==> src/rtl/muldiv_pkg.sv <==
// muldiv_pkg: shared definitions for the HI/LO multiply/divide sequencer.
//   - op encodings presented by the EX stage
//   - sequencer state enum
//   - default iteration count and counter width
//   - conditional two's-complement negation, used both for operand magnitudes
//     and for the final sign fixup
package muldiv_pkg;

    localparam int unsigned ITER_DEF  = 32;
    localparam int unsigned CNT_W_DEF = 6;

    // Widest value cond_negate handles; covers a 2*WIDTH product for WIDTH <= 32.
    localparam int unsigned MAX_W = 64;

    localparam logic [2:0] OP_NOP   = 3'b000;
    localparam logic [2:0] OP_MULT  = 3'b001;
    localparam logic [2:0] OP_MULTU = 3'b010;
    localparam logic [2:0] OP_DIV   = 3'b011;
    localparam logic [2:0] OP_DIVU  = 3'b100;
    localparam logic [2:0] OP_MTHI  = 3'b101;
    localparam logic [2:0] OP_MTLO  = 3'b110;

    typedef enum logic [1:0] {
        StIdle,
        StPrep,
        StCalc,
        StFix
    } state_e;

    // Returns -v when neg is set, v otherwise (modulo 2^MAX_W). Callers
    // zero-extend into MAX_W and truncate back, which keeps the low bits exact.
    // With neg = sign bit this yields the two's-complement magnitude.
    function automatic logic [MAX_W-1:0] cond_negate(input logic [MAX_W-1:0] v,
                                                     input logic             neg);
        return neg ? (~v + MAX_W'(1)) : v;
    endfunction

endpackage

==> src/rtl/muldiv_sequencer_if.sv <==
// muldiv_sequencer_if: EX-stage <-> HI/LO sequencer connection.
//   master (EX / pipeline side): drives start, op, rs_val, rt_val, rd_hilo;
//                                observes busy, stall_req, done, hi, lo.
//   slave  (sequencer side):     the mirror image.
interface muldiv_sequencer_if #(
    parameter int unsigned WIDTH = 32
);
    logic             start;
    logic [2:0]       op;
    logic [WIDTH-1:0] rs_val;
    logic [WIDTH-1:0] rt_val;
    logic             rd_hilo;
    logic             busy;
    logic             stall_req;
    logic             done;
    logic [WIDTH-1:0] hi;
    logic [WIDTH-1:0] lo;

    modport master (
        output start, op, rs_val, rt_val, rd_hilo,
        input  busy, stall_req, done, hi, lo
    );

    modport slave (
        input  start, op, rs_val, rt_val, rd_hilo,
        output busy, stall_req, done, hi, lo
    );

endinterface

==> src/rtl/muldiv_iter_core.sv <==
// muldiv_iter_core: datapath registers plus one iteration step of an unsigned
// shift-add multiplier and an unsigned restoring divider.
// Ports:
//   clk, reset   clock, synchronous active-high reset
//   mode         0 = multiply, 1 = divide
//   load         load op_a/op_b and clear the partial remainder
//   step         perform one iteration
//   op_a, op_b   multiplicand/dividend, multiplier/divisor (unsigned magnitudes)
//   product      full 2*WIDTH product (valid after WIDTH steps in multiply mode)
//   quotient     quotient (valid after WIDTH steps in divide mode)
//   remainder    remainder (valid after WIDTH steps in divide mode)
module muldiv_iter_core #(
    parameter int unsigned WIDTH = 32
) (
    input  logic               clk,
    input  logic               reset,
    input  logic               mode,
    input  logic               load,
    input  logic               step,
    input  logic [WIDTH-1:0]   op_a,
    input  logic [WIDTH-1:0]   op_b,
    output logic [2*WIDTH-1:0] product,
    output logic [WIDTH-1:0]   quotient,
    output logic [WIDTH-1:0]   remainder
);

    // Multiply: acc holds {partial upper, remaining multiplier bits}.
    // Divide:   acc[WIDTH-1:0] holds remaining dividend bits shifting out of
    //           the top while quotient bits shift in at the bottom.
    logic [2*WIDTH-1:0] acc_q, acc_d;
    logic [WIDTH-1:0]   rem_q, rem_d;
    logic [WIDTH-1:0]   opb_q, opb_d;

    logic [WIDTH:0] add_sum;
    logic [WIDTH:0] shifted;
    logic [WIDTH:0] trial;

    always_comb begin
        acc_d = acc_q;
        rem_d = rem_q;
        opb_d = opb_q;

        add_sum = {1'b0, acc_q[2*WIDTH-1:WIDTH]} + (acc_q[0] ? {1'b0, opb_q} : '0);
        shifted = {rem_q, acc_q[WIDTH-1]};
        trial   = shifted - {1'b0, opb_q};

        if (load) begin
            acc_d = {{WIDTH{1'b0}}, op_a};
            rem_d = '0;
            opb_d = op_b;
        end else if (step) begin
            if (!mode) begin
                // Carry out of the add becomes the new MSB after the right shift.
                acc_d = {add_sum, acc_q[WIDTH-1:1]};
            end else if (shifted >= {1'b0, opb_q}) begin
                // Accepted subtraction: remainder stays below the divisor, so it
                // fits WIDTH bits (divisor 0 accepts every step and rebuilds the
                // dividend, which also fits).
                rem_d              = trial[WIDTH-1:0];
                acc_d[WIDTH-1:0]   = {acc_q[WIDTH-2:0], 1'b1};
            end else begin
                rem_d              = shifted[WIDTH-1:0];
                acc_d[WIDTH-1:0]   = {acc_q[WIDTH-2:0], 1'b0};
            end
        end
    end

    always_ff @(posedge clk) begin
        if (reset) begin
            acc_q <= '0;
            rem_q <= '0;
            opb_q <= '0;
        end else begin
            acc_q <= acc_d;
            rem_q <= rem_d;
            opb_q <= opb_d;
        end
    end

    assign product   = acc_q;
    assign quotient  = acc_q[WIDTH-1:0];
    assign remainder = rem_q;

endmodule

==> src/rtl/muldiv_sequencer.sv <==
// muldiv_sequencer: multi-cycle controller for the shared HI/LO multiply/divide
// resource. IDLE accepts an op; PREP forms operand magnitudes and result signs;
// CALC runs ITER iterations on muldiv_iter_core; FIX applies the sign and
// writes HI/LO, pulsing done in the following cycle.
// Ports:
//   clk    system clock (rising edge)
//   reset  synchronous active-high reset; abandons any op and clears HI/LO
//   bus    slave side of muldiv_sequencer_if:
//            start/op/rs_val/rt_val/rd_hilo in; busy/stall_req/done/hi/lo out
module muldiv_sequencer
    import muldiv_pkg::*;
#(
    parameter int unsigned WIDTH = 32,
    parameter int unsigned ITER  = WIDTH,
    // 2**CNT_W must exceed ITER.
    parameter int unsigned CNT_W = CNT_W_DEF
) (
    input logic                clk,
    input logic                reset,
    muldiv_sequencer_if.slave  bus
);

    localparam int unsigned PW = 2 * WIDTH;

    state_e           state_q;
    logic             is_div_q;
    logic             is_signed_q;
    logic [WIDTH-1:0] rs_q;
    logic [WIDTH-1:0] rt_q;
    logic             neg_res_q;   // sign of product / quotient
    logic             neg_rem_q;   // sign of remainder (dividend sign)
    logic             div0_q;
    logic [CNT_W-1:0] cnt_q;
    logic [WIDTH-1:0] hi_q;
    logic [WIDTH-1:0] lo_q;
    logic             busy_q;
    logic             done_q;

    logic             rs_neg;
    logic             rt_neg;
    logic [WIDTH-1:0] mag_a;
    logic [WIDTH-1:0] mag_b;
    logic [PW-1:0]    product;
    logic [WIDTH-1:0] quotient;
    logic [WIDTH-1:0] remainder;
    logic [PW-1:0]    prod_fix;
    logic [WIDTH-1:0] quo_fix;
    logic [WIDTH-1:0] rem_fix;

    assign rs_neg = is_signed_q & rs_q[WIDTH-1];
    assign rt_neg = is_signed_q & rt_q[WIDTH-1];
    assign mag_a  = WIDTH'(cond_negate(MAX_W'(rs_q), rs_neg));
    assign mag_b  = WIDTH'(cond_negate(MAX_W'(rt_q), rt_neg));

    assign prod_fix = PW'(cond_negate(MAX_W'(product), neg_res_q));
    assign quo_fix  = WIDTH'(cond_negate(MAX_W'(quotient), neg_res_q));
    assign rem_fix  = WIDTH'(cond_negate(MAX_W'(remainder), neg_rem_q));

    muldiv_iter_core #(
        .WIDTH (WIDTH)
    ) u_core (
        .clk       (clk),
        .reset     (reset),
        .mode      (is_div_q),
        .load      (state_q == StPrep),
        .step      (state_q == StCalc),
        .op_a      (mag_a),
        .op_b      (mag_b),
        .product   (product),
        .quotient  (quotient),
        .remainder (remainder)
    );

    always_ff @(posedge clk) begin
        if (reset) begin
            state_q     <= StIdle;
            is_div_q    <= 1'b0;
            is_signed_q <= 1'b0;
            rs_q        <= '0;
            rt_q        <= '0;
            neg_res_q   <= 1'b0;
            neg_rem_q   <= 1'b0;
            div0_q      <= 1'b0;
            cnt_q       <= '0;
            hi_q        <= '0;
            lo_q        <= '0;
            busy_q      <= 1'b0;
            done_q      <= 1'b0;
        end else begin
            done_q <= 1'b0;
            unique case (state_q)
                StIdle: begin
                    if (bus.start) begin
                        case (bus.op)
                            OP_MULT, OP_MULTU, OP_DIV, OP_DIVU: begin
                                is_div_q    <= (bus.op == OP_DIV) || (bus.op == OP_DIVU);
                                is_signed_q <= (bus.op == OP_MULT) || (bus.op == OP_DIV);
                                rs_q        <= bus.rs_val;
                                rt_q        <= bus.rt_val;
                                busy_q      <= 1'b1;
                                state_q     <= StPrep;
                            end
                            OP_MTHI: hi_q <= bus.rs_val;
                            OP_MTLO: lo_q <= bus.rs_val;
                            default: ;  // NOP and reserved encoding
                        endcase
                    end
                end
                StPrep: begin
                    neg_res_q <= rs_neg ^ rt_neg;
                    neg_rem_q <= rs_neg;
                    div0_q    <= is_div_q && (rt_q == '0);
                    cnt_q     <= '0;
                    state_q   <= StCalc;
                end
                StCalc: begin
                    cnt_q <= cnt_q + CNT_W'(1);
                    if (cnt_q == CNT_W'(ITER - 1)) begin
                        state_q <= StFix;
                    end
                end
                StFix: begin
                    if (!is_div_q) begin
                        hi_q <= prod_fix[PW-1:WIDTH];
                        lo_q <= prod_fix[WIDTH-1:0];
                    end else if (div0_q) begin
                        // Divide by zero: raw dividend and all-ones, no sign fixup.
                        hi_q <= rs_q;
                        lo_q <= '1;
                    end else begin
                        hi_q <= rem_fix;
                        lo_q <= quo_fix;
                    end
                    busy_q  <= 1'b0;
                    done_q  <= 1'b1;
                    state_q <= StIdle;
                end
            endcase
        end
    end

    assign bus.busy      = busy_q;
    assign bus.done      = done_q;
    assign bus.hi        = hi_q;
    assign bus.lo        = lo_q;
    // Only a busy sequencer stalls; an idle one serves MFHI/MFLO directly.
    assign bus.stall_req = busy_q & (bus.start | bus.rd_hilo);

endmodule

==> src/flat_wrapper.sv <==
// flat-port wrapper written by rule: the top's interface ports become plain ports
module muldiv_sequencer_flat import muldiv_pkg::*;
#(
    parameter int unsigned WIDTH = 32,
    parameter int unsigned ITER  = WIDTH,
                                 
    parameter int unsigned CNT_W = CNT_W_DEF
)
  (clk, reset, bus_start, bus_op, bus_rs_val, bus_rt_val, bus_rd_hilo, bus_busy, bus_stall_req, bus_done, bus_hi, bus_lo);
  muldiv_sequencer_if #(.WIDTH(WIDTH)) bus_i ();
  input logic clk;
  input logic reset;
  input wire logic [$bits(bus_i.start)-1:0] bus_start;
  input wire logic [$bits(bus_i.op)-1:0] bus_op;
  input wire logic [$bits(bus_i.rs_val)-1:0] bus_rs_val;
  input wire logic [$bits(bus_i.rt_val)-1:0] bus_rt_val;
  input wire logic [$bits(bus_i.rd_hilo)-1:0] bus_rd_hilo;
  output wire logic [$bits(bus_i.busy)-1:0] bus_busy;
  output wire logic [$bits(bus_i.stall_req)-1:0] bus_stall_req;
  output wire logic [$bits(bus_i.done)-1:0] bus_done;
  output wire logic [$bits(bus_i.hi)-1:0] bus_hi;
  output wire logic [$bits(bus_i.lo)-1:0] bus_lo;
  assign bus_i.start = bus_start;
  assign bus_i.op = bus_op;
  assign bus_i.rs_val = bus_rs_val;
  assign bus_i.rt_val = bus_rt_val;
  assign bus_i.rd_hilo = bus_rd_hilo;
  assign bus_busy = bus_i.busy;
  assign bus_stall_req = bus_i.stall_req;
  assign bus_done = bus_i.done;
  assign bus_hi = bus_i.hi;
  assign bus_lo = bus_i.lo;
  muldiv_sequencer #(.WIDTH(WIDTH), .ITER(ITER), .CNT_W(CNT_W)) u_core (.clk(clk), .reset(reset), .bus(bus_i));
endmodule
==> config.mk <==
export PLATFORM = sky130hd
export DESIGN_NAME = muldiv_sequencer_flat
export DESIGN_NICKNAME = d
export VERILOG_FILES = /design/src/rtl/muldiv_pkg.sv /design/src/rtl/muldiv_sequencer_if.sv /design/src/rtl/muldiv_iter_core.sv /design/src/rtl/muldiv_sequencer.sv /design/src/flat_wrapper.sv
export SDC_FILE = /design/constraint.sdc
export NUM_CORES = 1
export LEC_CHECK = 0
export ABC_CLOCK_PERIOD_IN_PS = 6700
export CAP_MARGIN = 20
export CORE_MARGIN = 4
export CORE_UTILIZATION = 50
export CTS_CLUSTER_DIAMETER = 80
export DETAILED_ROUTE_END_ITERATION = 8
export PLACE_DENSITY = 0.75
export SLEW_MARGIN = 20
export SYNTH_ARGS = -nofsm -noshare
export SYNTH_HDL_FRONTEND = slang
export SYNTH_SLANG_ARGS = --single-unit
export TNS_END_PERCENT = 50
==> constraint.sdc <==
create_clock -name clk -period 6.7 [get_ports clk]
set_input_delay 1.34 -clock clk [delete_from_list [all_inputs] [get_ports clk]]
set_output_delay 1.34 -clock clk [all_outputs]
set_load 0.1 [all_outputs]
==> results.md <==
- Crit path kind: in -> out
- Sequential share of power: 0.273
- Number of flops mapped to enable cells by yosys: 0
- Initial antenna violation count: 0
- Critical Path End Type: output pin
- CTS tree: done
- DIE WIDTH: 198 um
- Die Height: 198 um
- Core area: 0.0357 mm2
- DR vias: 17900
- Post-Syn Nets: 2547
- CTS Hold Bufs: 0
- Minimum clock period: 4.53 ns
- R2R Setup Slk: 2.40 ns
- Clock latency at the later pin of the worst-skew pair: 0.58 ns
- Total grt overflow: 0
- Largest net degree at the start of global routing: 165
- Core Rows: 69
- Post-synth cell types: 72
- First-pass DRT Iterations: 6
- Post-synthesis mux area share: 0.0593
- ANT cells: 0
- Net Sw Frac: 0.448
- Post-synthesis xor/xnor area fraction: 0.0962
- Clock Power Share: 0.244
- Synthesized area: 0.0181 mm2
- Seq/Total Area, Yosys: 0.299
- #FFs+latches synth: 271
- Sw power: 3.30 mW
- Simple logic cell fraction of the synthesized area: 0.204
- Drt total wl: 61300 um
- Post-detailed-route via-to-cell ratio: 6.17
- Final period utilization: 0.676
- Worst Hold Path Cells: 2
- Post-synth top area cell: dfxtp_1
- CP arrival: 3.19 ns
- Compound-Gate Fraction of Synth Area: 0.241
- Ys async rst share: 0
- Syn Inst Count: 2400
- Fillers: 3332
- R2R Path Start: u_core.u_core.product[0]$_SDFFE_PP0P_
- P&R area growth vs syn: 14.4%
- PortBufs: 137
- Post CTS Setup Buffer Count: 0
- Worst reg2reg path endpoint: u_core.u_core.product[57]$_SDFFE_PP0P_
- Slew Limit Headroom: 0.313
- DRC: 0
- Total track usage: 0.297
- Largest family of logic cells by synthesized area: compound AO/OA/AOI/OAI gates
- Die Area: 0.0394 mm2
- Maxcap violations: 0
- CP max-delay cell: clkdlybuf4s50_1
- Leak pwr: 7.75 nW
- Detailed placement HPWL: 45800 um
- Min-Delay Endpoint: u_core.bus.lo[3]$_SDFFE_PP0P_
- Total power: 7.36 mW
- Top post-synthesis cells by area: dfxtp_1 30%, nand2_1 7.5%, a21oi_1 7.1%, mux2i_1 5.7%, xnor2_1 5.3%
- CP Max Fanout: 5
- Ratio of cells with drive above 1 in the final layout: 0.0445
- Comb pwr share: 0.483
- Final Skew: 0.0265 ns
- Top-area cell type share of the netlist area: 0.299
- Commonest cells in the netlist: 361 x nand2_1, 271 x dfxtp_1, 258 x a21oi_1
- Status: complete, no violations
- # resized after CTS: 0
- Number of CTS-inserted buffers: 31
- Synthesis Warnings: 0
- Fmax: 0.221 GHz
- Clock buffer depth: 3
- Routed Antenna Nets: 0
- Most used cell, CP: clkdlybuf4s50_1
- Synth Area in Adders: 0.0533
- RD Place Congestion: 1.02
- Initial DRC count: 1522
- Root Driver: clkbuf_16
- CTS HTree Levels: 1
- Synth Flop Type: dfxtp_1
- Hold_sp: u_core.bus.lo[3]$_SDFFE_PP0P_
- Crit-path cells: clkdlybuf4s50_1 > o21a_1 > clkdlybuf4s50_1
- PwrDens: 355 mW/mm2
- Final Max Slew Viols: 0
- Crit start category: input pin
- VDD IR max: 0.215 mV
- Setup_tns: 0 ns
- Reg2Reg Depth: 13
- Number of global-route vias before repair: 16600
- I/O pin count: 138
- Worst-Margin Slew: 1.03 ns
- Initial Util: 0.508
- Hold Fails Final Rpt: 0
- Clk pin slew, worst setup/hold paths: 0.06 ns
- Final count of negative-setup-slack endpoints: 0
- RSZ-0062 raised after global routing: no
- Power Internal: 4.06 mW
- # clock sinks: 271
- Critical path required time: 5.36 ns
- Syn_area_per_cell: 7.55 um2
- Slowest stage delay, CP: 1.13 ns
- First-pass GRT wire length: 93200 um
- HP Class: reg -> reg
- Final #Nets: 2572
- Drt wl/cell: 21.1 um
- Top-count cell post-synth: nand2_1
## worst max-delay path, delay by kind of cell
family / cells / cell delay (ns)
buf+inv: 2 / 1.68
compound gates: 1 / 0.16
## flip-flops by register name (all words and copies together) (netlist names), 2 cells and up
signal                   count
u_core.state_q               2
u_core.u_core.remainder     32
u_core.u_core.product       64
u_core.bus.lo               32
u_core.bus.hi               32
u_core.u_core.opb_q         32
u_core.cnt_q                 6
u_core.rs_q                 32
u_core.rt_q                 32
## through the flow
| stage | instance area (um2) | worst slack, ns | utilization | instances | hold slack, ns |
|---|---|---|---|---|---|
| final | 20700 | 2.17 | 0.582 | 2910 | 0.453 |
| after global routing | 20700 | 2.14 | 0.582 | 2910 | 0.480 |
| after CTS | 20700 | 2.16 | 0.581 | 2910 | 0.456 |
| after detailed placement | 19600 | 2.17 | 0.551 | 2853 | 0.447 |
| after global placement | 19600 | 2.20 | 0.551 | 2853 | 0.443 |
| after floorplan | 18100 | 3.29 | - | 2400 | 0.454 |
## cells by family after synthesis
| group | after synthesis |
|---|---|
| simple gates | 815 |
| compound gates | 708 |
| flops | 271 |
| buf+inv | 224 |
| xor+xnor | 199 |
| mux | 107 |
| fa+ha+maj | 76 |
## how the worst max path moves through the flow
stage                     slack [ns]       from       endpoint
after floorplan                 3.29  bus_start  bus_stall_req
after global placement          2.20  bus_start  bus_stall_req
after detailed placement        2.17  bus_start  bus_stall_req
after CTS                       2.16  bus_start  bus_stall_req
after global routing            2.14  bus_start  bus_stall_req
final                           2.17  bus_start  bus_stall_req
## final cells by class
type                            instances  area, um2  area share
Timing Repair Buffer                  153       1510      0.0726
Clock inverter                         15        170     0.00821
Sequential cell                       271       5430       0.262
Tap cell                              461        577      0.0278
Multi-Input combinational cell       1905      11900       0.574
Inverter                               63        236      0.0114
Clock buffer                           42        918      0.0443
## power by group through the flow
stage                     Combinational (mW)  Clock (mW)  Sequential [mW]
final                                   3.56        1.79             2.01
after floorplan                         2.36           0             2.22
after global routing                    3.80        1.88             2.03
after CTS                               3.48        1.81             2.00
after detailed placement                3.47           0             2.03
after global placement                  3.43           0             2.02
## metal layers
layer	global-route usage	vias up	wire length, um
met5	0	-	0
met4	0.149	0	3610
met3	0.0467	168	5150
met2	0.498	812	28100
met1	0.371	8380	24400
li1	-	8584	-
## placed cells by master, fill, tap and decap left out, types with 32 or more instances in the layout
master,instances
a211oi_1,43
a21o_1,32
a21oi_1,258
clkbuf_16,32
clkdlybuf4s50_1,136
dfxtp_1,268
ha_1,71
inv_1,63
mux2i_1,104
nand2_1,360
nand3_1,39
nor2_1,215
nor3_1,41
o21ai_0,163
o31ai_1,41
xnor2_1,109
xor2_1,90
Power figures use the tool's default switching activity.
